[config.mk]
export PLATFORM = sky130hd
export DESIGN_NAME = mem_store_unit
export DESIGN_NICKNAME = d
export VERILOG_FILES = /design/src/rtl/mem_store_pkg.sv /design/src/rtl/store_lane_merge.sv /design/src/rtl/mem_store_unit.sv
export SDC_FILE = /design/constraint.sdc
export NUM_CORES = 1
export LEC_CHECK = 0
export BUFFER_PORTS_ARGS = -buffer_cell sky130_fd_sc_hd__buf_4
export CAP_MARGIN = 40
export CORE_AREA = 2 2 121 123
export CTS_CLUSTER_SIZE = 25
export DETAILED_ROUTE_END_ITERATION = 12
export DIE_AREA = 0 0 123 125
export PLACE_DENSITY_LB_ADDON = 0.05
export SLEW_MARGIN = 0
export SYNTH_ARGS = -nofsm -noshare
export SYNTH_HDL_FRONTEND = slang
export SYNTH_SLANG_ARGS = --single-unit
[constraint.sdc]
create_clock -name clk -period 2.15 [get_ports clk]
set_clock_uncertainty 0.2 [all_clocks]
set_input_delay 0.215 -clock clk [delete_from_list [all_inputs] [get_ports clk]]
set_output_delay 0.215 -clock clk [all_outputs]
set_load 0.02 [all_outputs]
[src/rtl/mem_store_pkg.sv]
// Shared encodings for mem_store_unit: store sizes, FSM states and the
// big-endian lane position helper.
package mem_store_pkg;

  localparam logic [1:0] SZ_BYTE = 2'b00;
  localparam logic [1:0] SZ_HALF = 2'b01;
  localparam logic [1:0] SZ_WORD = 2'b10;
  localparam logic [1:0] SZ_RSVD = 2'b11;

  typedef enum logic [2:0] {
    ST_IDLE,
    ST_READ,
    ST_WAIT,
    ST_WRITE,
    ST_DONE
  } state_t;

  // Big-endian: byte offset 0 is the most significant lane, lsb = (3 - off) * 8.
  function automatic logic [4:0] lane_lsb(input logic [1:0] off);
    return {~off, 3'b000};
  endfunction

endpackage

[src/rtl/store_lane_merge.sv]
// Combinational big-endian lane merge: overlays a right-justified byte,
// halfword or word onto a previously read memory word.
module store_lane_merge
  import mem_store_pkg::*;
(
  input  logic [31:0] i_old_word,
  input  logic [31:0] i_wdata,
  input  logic [1:0]  i_size,
  input  logic [1:0]  i_offset,
  output logic [31:0] o_merged
);

  for (genvar gi = 0; gi < 4; gi++) begin : g_lane
    localparam logic [1:0] OFF = 2'(gi);
    localparam int         LSB = int'(lane_lsb(OFF));

    logic       w_hit;
    logic [7:0] w_new;

    always_comb begin
      w_hit = 1'b0;
      w_new = i_wdata[LSB +: 8];
      case (i_size)
        SZ_BYTE: begin
          w_hit = (i_offset == OFF);
          w_new = i_wdata[7:0];
        end
        SZ_HALF: begin
          // Even offset of the pair carries the high byte of the halfword.
          w_hit = (i_offset[1] == OFF[1]);
          w_new = OFF[0] ? i_wdata[7:0] : i_wdata[15:8];
        end
        SZ_WORD: w_hit = 1'b1;
        default: w_hit = 1'b0;
      endcase
    end

    assign o_merged[LSB +: 8] = w_hit ? w_new : i_old_word[LSB +: 8];
  end

endmodule

[src/rtl/mem_store_unit.sv]
// SB/SH/SW store engine for the shared big-endian word memory; sub-word
// stores use read-modify-write. Optional macro MISALIGN_TRAP_EN traps misaligned SH/SW.
module mem_store_unit
  import mem_store_pkg::*;
#(
  parameter int ADDR_W   = 32,
  parameter int READ_LAT = 1
) (
  input  logic              clk,
  input  logic              reset,
  input  logic              req,
  input  logic [1:0]        size,
  input  logic [ADDR_W-1:0] addr,
  input  logic [31:0]       wdata,
  output logic              busy,
  output logic              done,
  output logic              err,
  output logic              mem_own,
  output logic [ADDR_W-1:0] mem_addr,
  output logic              mem_wr,
  output logic [31:0]       mem_wdata,
  input  logic [31:0]       mem_rdata
);

  localparam logic [1:0] LAT_LOAD = 2'(READ_LAT - 1);

  state_t            r_state;
  state_t            w_next_state;
  logic [1:0]        r_size;
  logic [ADDR_W-1:0] r_addr;
  logic [31:0]       r_wdata;
  logic [31:0]       r_old_word;
  logic [1:0]        r_cnt;

  logic              w_bad;
  logic              w_req_idle;
  logic              w_reject;
  logic              w_accept;
  logic [31:0]       w_merged;

  always_comb begin
    w_bad = (size == SZ_RSVD);
`ifdef MISALIGN_TRAP_EN
    if (size == SZ_HALF && addr[0]) w_bad = 1'b1;
    if (size == SZ_WORD && addr[1:0] != 2'b00) w_bad = 1'b1;
`endif
  end

  assign w_req_idle = (r_state == ST_IDLE) && req;
  assign w_reject   = w_req_idle && w_bad;
  assign w_accept   = w_req_idle && !w_bad;

  always_ff @(posedge clk) begin
    if (!reset) begin
      r_state    <= ST_IDLE;
      r_size     <= SZ_BYTE;
      r_addr     <= '0;
      r_wdata    <= '0;
      r_old_word <= '0;
      r_cnt      <= '0;
    end else begin
      r_state <= w_next_state;
      if (w_accept) begin
        r_size  <= size;
        r_addr  <= addr;
        r_wdata <= wdata;
      end
      if (r_state == ST_READ) begin
        r_cnt <= LAT_LOAD;
      end else if (r_state == ST_WAIT && r_cnt != 2'd0) begin
        r_cnt <= r_cnt - 2'd1;
      end
      if (r_state == ST_WAIT && r_cnt == 2'd0) begin
        r_old_word <= mem_rdata;
      end
    end
  end

  always_comb begin
    w_next_state = r_state;
    case (r_state)
      ST_IDLE:  if (w_accept) w_next_state = (size == SZ_WORD) ? ST_WRITE : ST_READ;
      ST_READ:  w_next_state = ST_WAIT;
      ST_WAIT:  if (r_cnt == 2'd0) w_next_state = ST_WRITE;
      ST_WRITE: w_next_state = ST_DONE;
      ST_DONE:  w_next_state = ST_IDLE;
      default:  w_next_state = ST_IDLE;
    endcase
  end

  store_lane_merge u_merge (
    .i_old_word (r_old_word),
    .i_wdata    (r_wdata),
    .i_size     (r_size),
    .i_offset   (r_addr[1:0]),
    .o_merged   (w_merged)
  );

  // Write enable and error are masked by reset so nothing escapes in a reset cycle.
  always_comb begin
    busy      = (r_state != ST_IDLE);
    done      = (r_state == ST_DONE);
    err       = w_reject && reset;
    mem_own   = (r_state == ST_READ) || (r_state == ST_WAIT) || (r_state == ST_WRITE);
    mem_wr    = (r_state == ST_WRITE) && reset;
    mem_addr  = mem_own ? {r_addr[ADDR_W-1:2], 2'b00} : '0;
    mem_wdata = mem_wr ? w_merged : '0;
  end

endmodule
# [Word level (Yosys, flattened, before mapping)]
# Index checks and enable logic that the tools add are counted.
[op_classes] add_sub_neg=1 eq_ne=13 mux=17 bitwise=2 n_reduce_logical=19
[ops] op="32-bit 2-to-1 mux" n=2
[ops] op="8-bit 2-to-1 mux" n=6
[ops] op="8-bit case mux with 2 select lines" n=1
[ops] op="1-bit case mux with 3 select lines" n=4
[ops] op="3-bit case mux with 4 select lines" n=1
[ops] op="2-bit equality test, second input constant" n=5
[ops] op="1-bit logical AND" n=7
[ops] op="3-bit by 2-bit equality test with 1-bit output, second input constant" n=2
[ops] op="2-bit logical NOT" n=3
[ops] op="3-bit 2-to-1 mux" n=2
[ops] op="2-bit by 1-bit equality test with 1-bit output, second input constant" n=2
[ops] op="2-bit OR reduction" n=2
[ops] op="3-bit by 1-bit equality test with 1-bit output, second input constant" n=1
[ops] op="3-bit equality test, second input constant" n=1
[ops] op="3-bit logical NOT" n=1
[ops] op="3-bit nonzero test" n=1
[ops] op="1-bit logical OR" n=2
[ops] op="2-bit 2-to-1 mux" n=1
[ops] op="2-bit by 1-bit inequality test with 1-bit output, second input constant" n=1
[ops] op="2-bit inequality test, second input constant" n=1
[ops] op="1-bit NOT" n=2
[ops] op="2-bit AND reduction" n=1
[ops] op="2-bit nonzero test" n=1
[ops] op="2-bit by 1-bit subtractor with 2-bit output, second input constant" n=1
[ops] op="1-bit logical NOT" n=1
[word_totals] regBits=103 inputBits=101 out_inout_bits=69 wordCells=58

# [Longest topological paths before layout]
[depth] word_depth=5 mapped_depth=8 mapped_depth_nobuf=6

# [Modules after synthesis]
# From an unflattened synthesis, not the netlist that was laid out.
[unflattened] hier_cells=620 area_unflattened_um2=5403.9
[by_module_without_submodules] module="mem_store_unit" instances=1 cells_per_inst=539 area_per_inst_um2=4593.2 seq_area_each_um2=2062.0
[by_module_without_submodules] module="store_lane_merge" instances=1 cells_per_inst=81 area_per_inst_um2=810.8 seq_area_each_um2=0.0

# [Least setup slack after synthesis]
# OpenSTA, ideal clock, no wires.
[synth_timing] path_kind="register -> output" from="reg r_size[0]" to="out mem_wdata[22]" arrival_time_ns=1.827 required_time_ns=1.735 path_slack_ns=-0.092 stages_incl_launch_ff=7 n_path_buf=2 path_cell_list="dfxtp_1 clkbuf_1 o21bai_1 mux2i_1 clkbuf_1 nor2_1 a211oi_1"
[synth_between] elab_chain_len=5 elab_cells_between_ends=8 classes_between="eq/ne (2); mux (4); reduce/logical (2)"
[synth_lines] element="start: declaration" line="mem_store_unit.sv:29" source="logic [1:0] r_size;"
[synth_lines] element="start signal: assignment" line="mem_store_unit.sv:64" source="r_size <= size;"
[synth_lines] element="2-bit by 1-bit equality test with 1-bit output or 2-bit logical NOT (tied branches)" line="store_lane_merge.sv:23" source="case (i_size)"
[synth_lines] element="2-bit OR reduction (no line)"
[synth_lines] element="8-bit 2-to-1 mux" line="store_lane_merge.sv:23"
[synth_lines] element="8-bit 2-to-1 mux *" line="store_lane_merge.sv:38" source="assign o_merged[LSB +: 8] = w_hit ? w_new : i_old_word[LSB +: 8];"
[synth_lines] element="32-bit 2-to-1 mux *" line="mem_store_unit.sv:107" source="mem_wdata = mem_wr ? w_merged : '0;"
[synth_lines] element="end: declaration" line="mem_store_unit.sv:21" source="output logic [31:0] mem_wdata,"
# Mark *: on every way between the ends. The rest lies on a longest branch, timed or not.

# [Worst setup path in the final report]
[layout_timing] from="reg r_state[1]" to="out mem_wdata[1]"
[layout_between] elab_chain_len=3
[layout_lines] element="start: declaration" line="mem_store_unit.sv:27" source="state_t r_state;"
[layout_lines] element="start signal: assignment" line="mem_store_unit.sv:62" source="r_state <= w_next_state;"
[layout_lines] element="3-bit by 2-bit equality test with 1-bit output" line="mem_store_unit.sv:105" source="mem_wr = (r_state == ST_WRITE) && reset;"
[layout_lines] element="1-bit logical AND" line="mem_store_unit.sv:105"
[layout_lines] element="32-bit 2-to-1 mux" line="mem_store_unit.sv:107"
# No other way between the ends.

==> metrics.txt <==
status=finished with violations; violated checks=negative setup slack; DR vias=5346; top post-synthesis cells by count=nand2_1, dfxtp_1, nand3_1; synth top area cells=dfxtp_1, nand2_1, nand3_1, o21ai_0, mux2i_1; Mapped Area=4850 sq um; pre-CTS WS=124 ps; setup ws final=-93.0 ps; Hold Fails Final Rpt=0; clock share of power=31.7%; largest area contributor in the netlist=dfxtp_1; dominant cell by count in the synthesized netlist=nand2_1; Worst Max-Slew Pin Slew=675 ps; total track usage=21.2%; design area=8390 sq um; Max-slew headroom=55.0%; DR DRC count=0; Worst Setup SP=r_state[1]$_SDFFE_PN0P_; Final ANT Viol Nets=0; row count=44; Synth Flop Type=dfxtp_1; TNS Setup=-868 ps; Starting Density=34.1%; RePlAce Congestion=0.788; Final setup viols=26; dpl cell area=6320 sq um; Logic pwr share=27.6%; Clock Path Buffers=2; IO Port Bufs=167; post-route clock period utilization=104%; CP max FO=6; CTS Buf Count=9; clock-pin slew on the worst setup and hold paths=70 ps; Post-Route WL=16300 um; Post-Syn Instances=646; Worst Hold Launch=req; syn avg cell area=7.51 sq um; CTS Sinks=103; Filler Cell Count=1272; I/O pin count=170; CP Launch Type=register; Synth cell types=35; Ys Warns=0; global route overflow=0; layout cells sized above 1=34.7%; DR pass1 iterations=5; fmax=0.446 GHz; Pint=3770 uW; EDFF count, synth=0; Pleak=0.00335 uW; area grow syn2layout=73.0%; Die X=123 um; max-slew violations=0; peak supply drop=0.425 mV; Flop pwr share=40.7%; Final nets=1013; clk_lat worst skew=360 ps; first-pass GRT wire length=25700 um; n_diodes=0; Critical Path Sink Type=output port; unrepaired setup endpoints after global routing=true; Max-Cap Viols=0; Sw Ratio=30.5%; number of H-tree levels=3; largest net degree at the start of global routing=69; CTS tree=yes; die area=15400 sq um; drt wl/cell=14.9 um; 1st-iter DRT viols=404; Synth top area share=42.5%; DIE HEIGHT=125 um; worst hold margin=213 ps; sw power=1660 uW; Tightest Hold Check Type=input port to register; area of the core=14200 sq um; register area share after synthesis=42.5%; Period minus WS final=2240 ps; asr flop ratio synth=0%; initial antenna violation count=0; DP HPWL=10500 um; CP required=1740 ps; Via density=4.86; Root Driver=clkbuf_16; Yosys reg bits=103; Final Util=59.1%; critical path arrival=1830 ps; CP Class=register to output port; RR Startpoint=r_state[1]$_SDFFE_PN0P_; vias in the first global route=5123; pwr dens=647 nW/um^2
## worst max-delay path: stages, from the launching register on
cell and delay (ps):
dfxtp_2 350, nand2_2 60, or3_4 340, inv_4 100
buf_12 120, buf_16 110, nand2_1 50, o21ai_1 160
buf_4 170
## layer usage
layer	global-route usage, %	part of all wire [%]	up-vias
met1	28.1	46	2455
met5	0	0	-
met3	5.25	5.3	12
li1	-	-	2731
met4	4.88	0.91	0
met2	34.6	47	148
## final cells by class
cell class / count / area [sq um] / share of cell area (%)
tap: 184 / 230 / 2.74
multi-input combinational: 478 / 2920 / 34.8
sequential: 103 / 2080 / 24.8
timing repair buffer: 312 / 2820 / 33.6
clock inverter: 4 / 52.6 / 0.626
clock buffer: 12 / 256 / 3.06
inverter: 7 / 28.8 / 0.343
## power by group through the flow
stage | clock, uW | combinational (uW) | sequential [uW]
2_1_floorplan | 0 | 676 | 2180
3_3_place_gp | 0 | 1040 | 2230
3_5_place_dp | 0 | 1050 | 2230
4_1_cts | 1770 | 1350 | 2190
5_1_grt | 1830 | 1630 | 2230
6_report | 1720 | 1500 | 2210
## cells by family after synthesis
group,after synthesis,share of synthesized area [%]
AOI/OAI and AO/OA,158,18.3
adders and majority gates,1,0.258
buffers and inverters,66,6.22
DFF,103,42.5
muxes,26,5.37
other,1,0.0773
and+or+nand+nor,291,27.3
## path summary, 6_finish.rpt
path,cells past startpoint,slack [ps],end
hold reg to reg,2,260,r_old_word[4]$_SDFFE_PN0P_
hold / removal,3,210,r_size[0]$_SDFFE_PN0P_
setup / recovery,8,-90,mem_wdata[1]
setup reg to reg,6,120,r_addr[19]$_SDFFE_PN0P_
## what timing repair did
| action | 4_1_cts | 5_1_grt |
|---|---|---|
| endpoints found under the hold margin | 99 | 0 |
| hold buffers | 98 | 0 |
| cloned | 2 | 3 |
| setup buffers | 13 | 4 |
| endpoints found under the setup margin | 33 | 62 |
| pin swaps | 17 | 17 |
| gates resized for setup | 69 | 71 |
## flip-flops by register name (all words and copies together), names as in the netlist
name,count
r_addr,32
r_old_word,32
r_wdata,32
r_state,3
r_cnt,2
r_size,2
## through the flow
step	total power, uW	instances
floorplan	2860	647
global placement	3260	964
detailed placement	3280	964
CTS	5310	1093
global route	5690	1100
finish	5430	1100
## cells in the final DEF (no fill, tap or decap), drive strengths merged, types with 26 or more instances in the layout
cell	n
a21oi	51
and2	31
buf	212
dfxtp	103
dlygate4sd3	98
mux2i	26
nand2	148
nand3	76
nor2	26
o21ai	76
(Power assumes the default switching activity.)
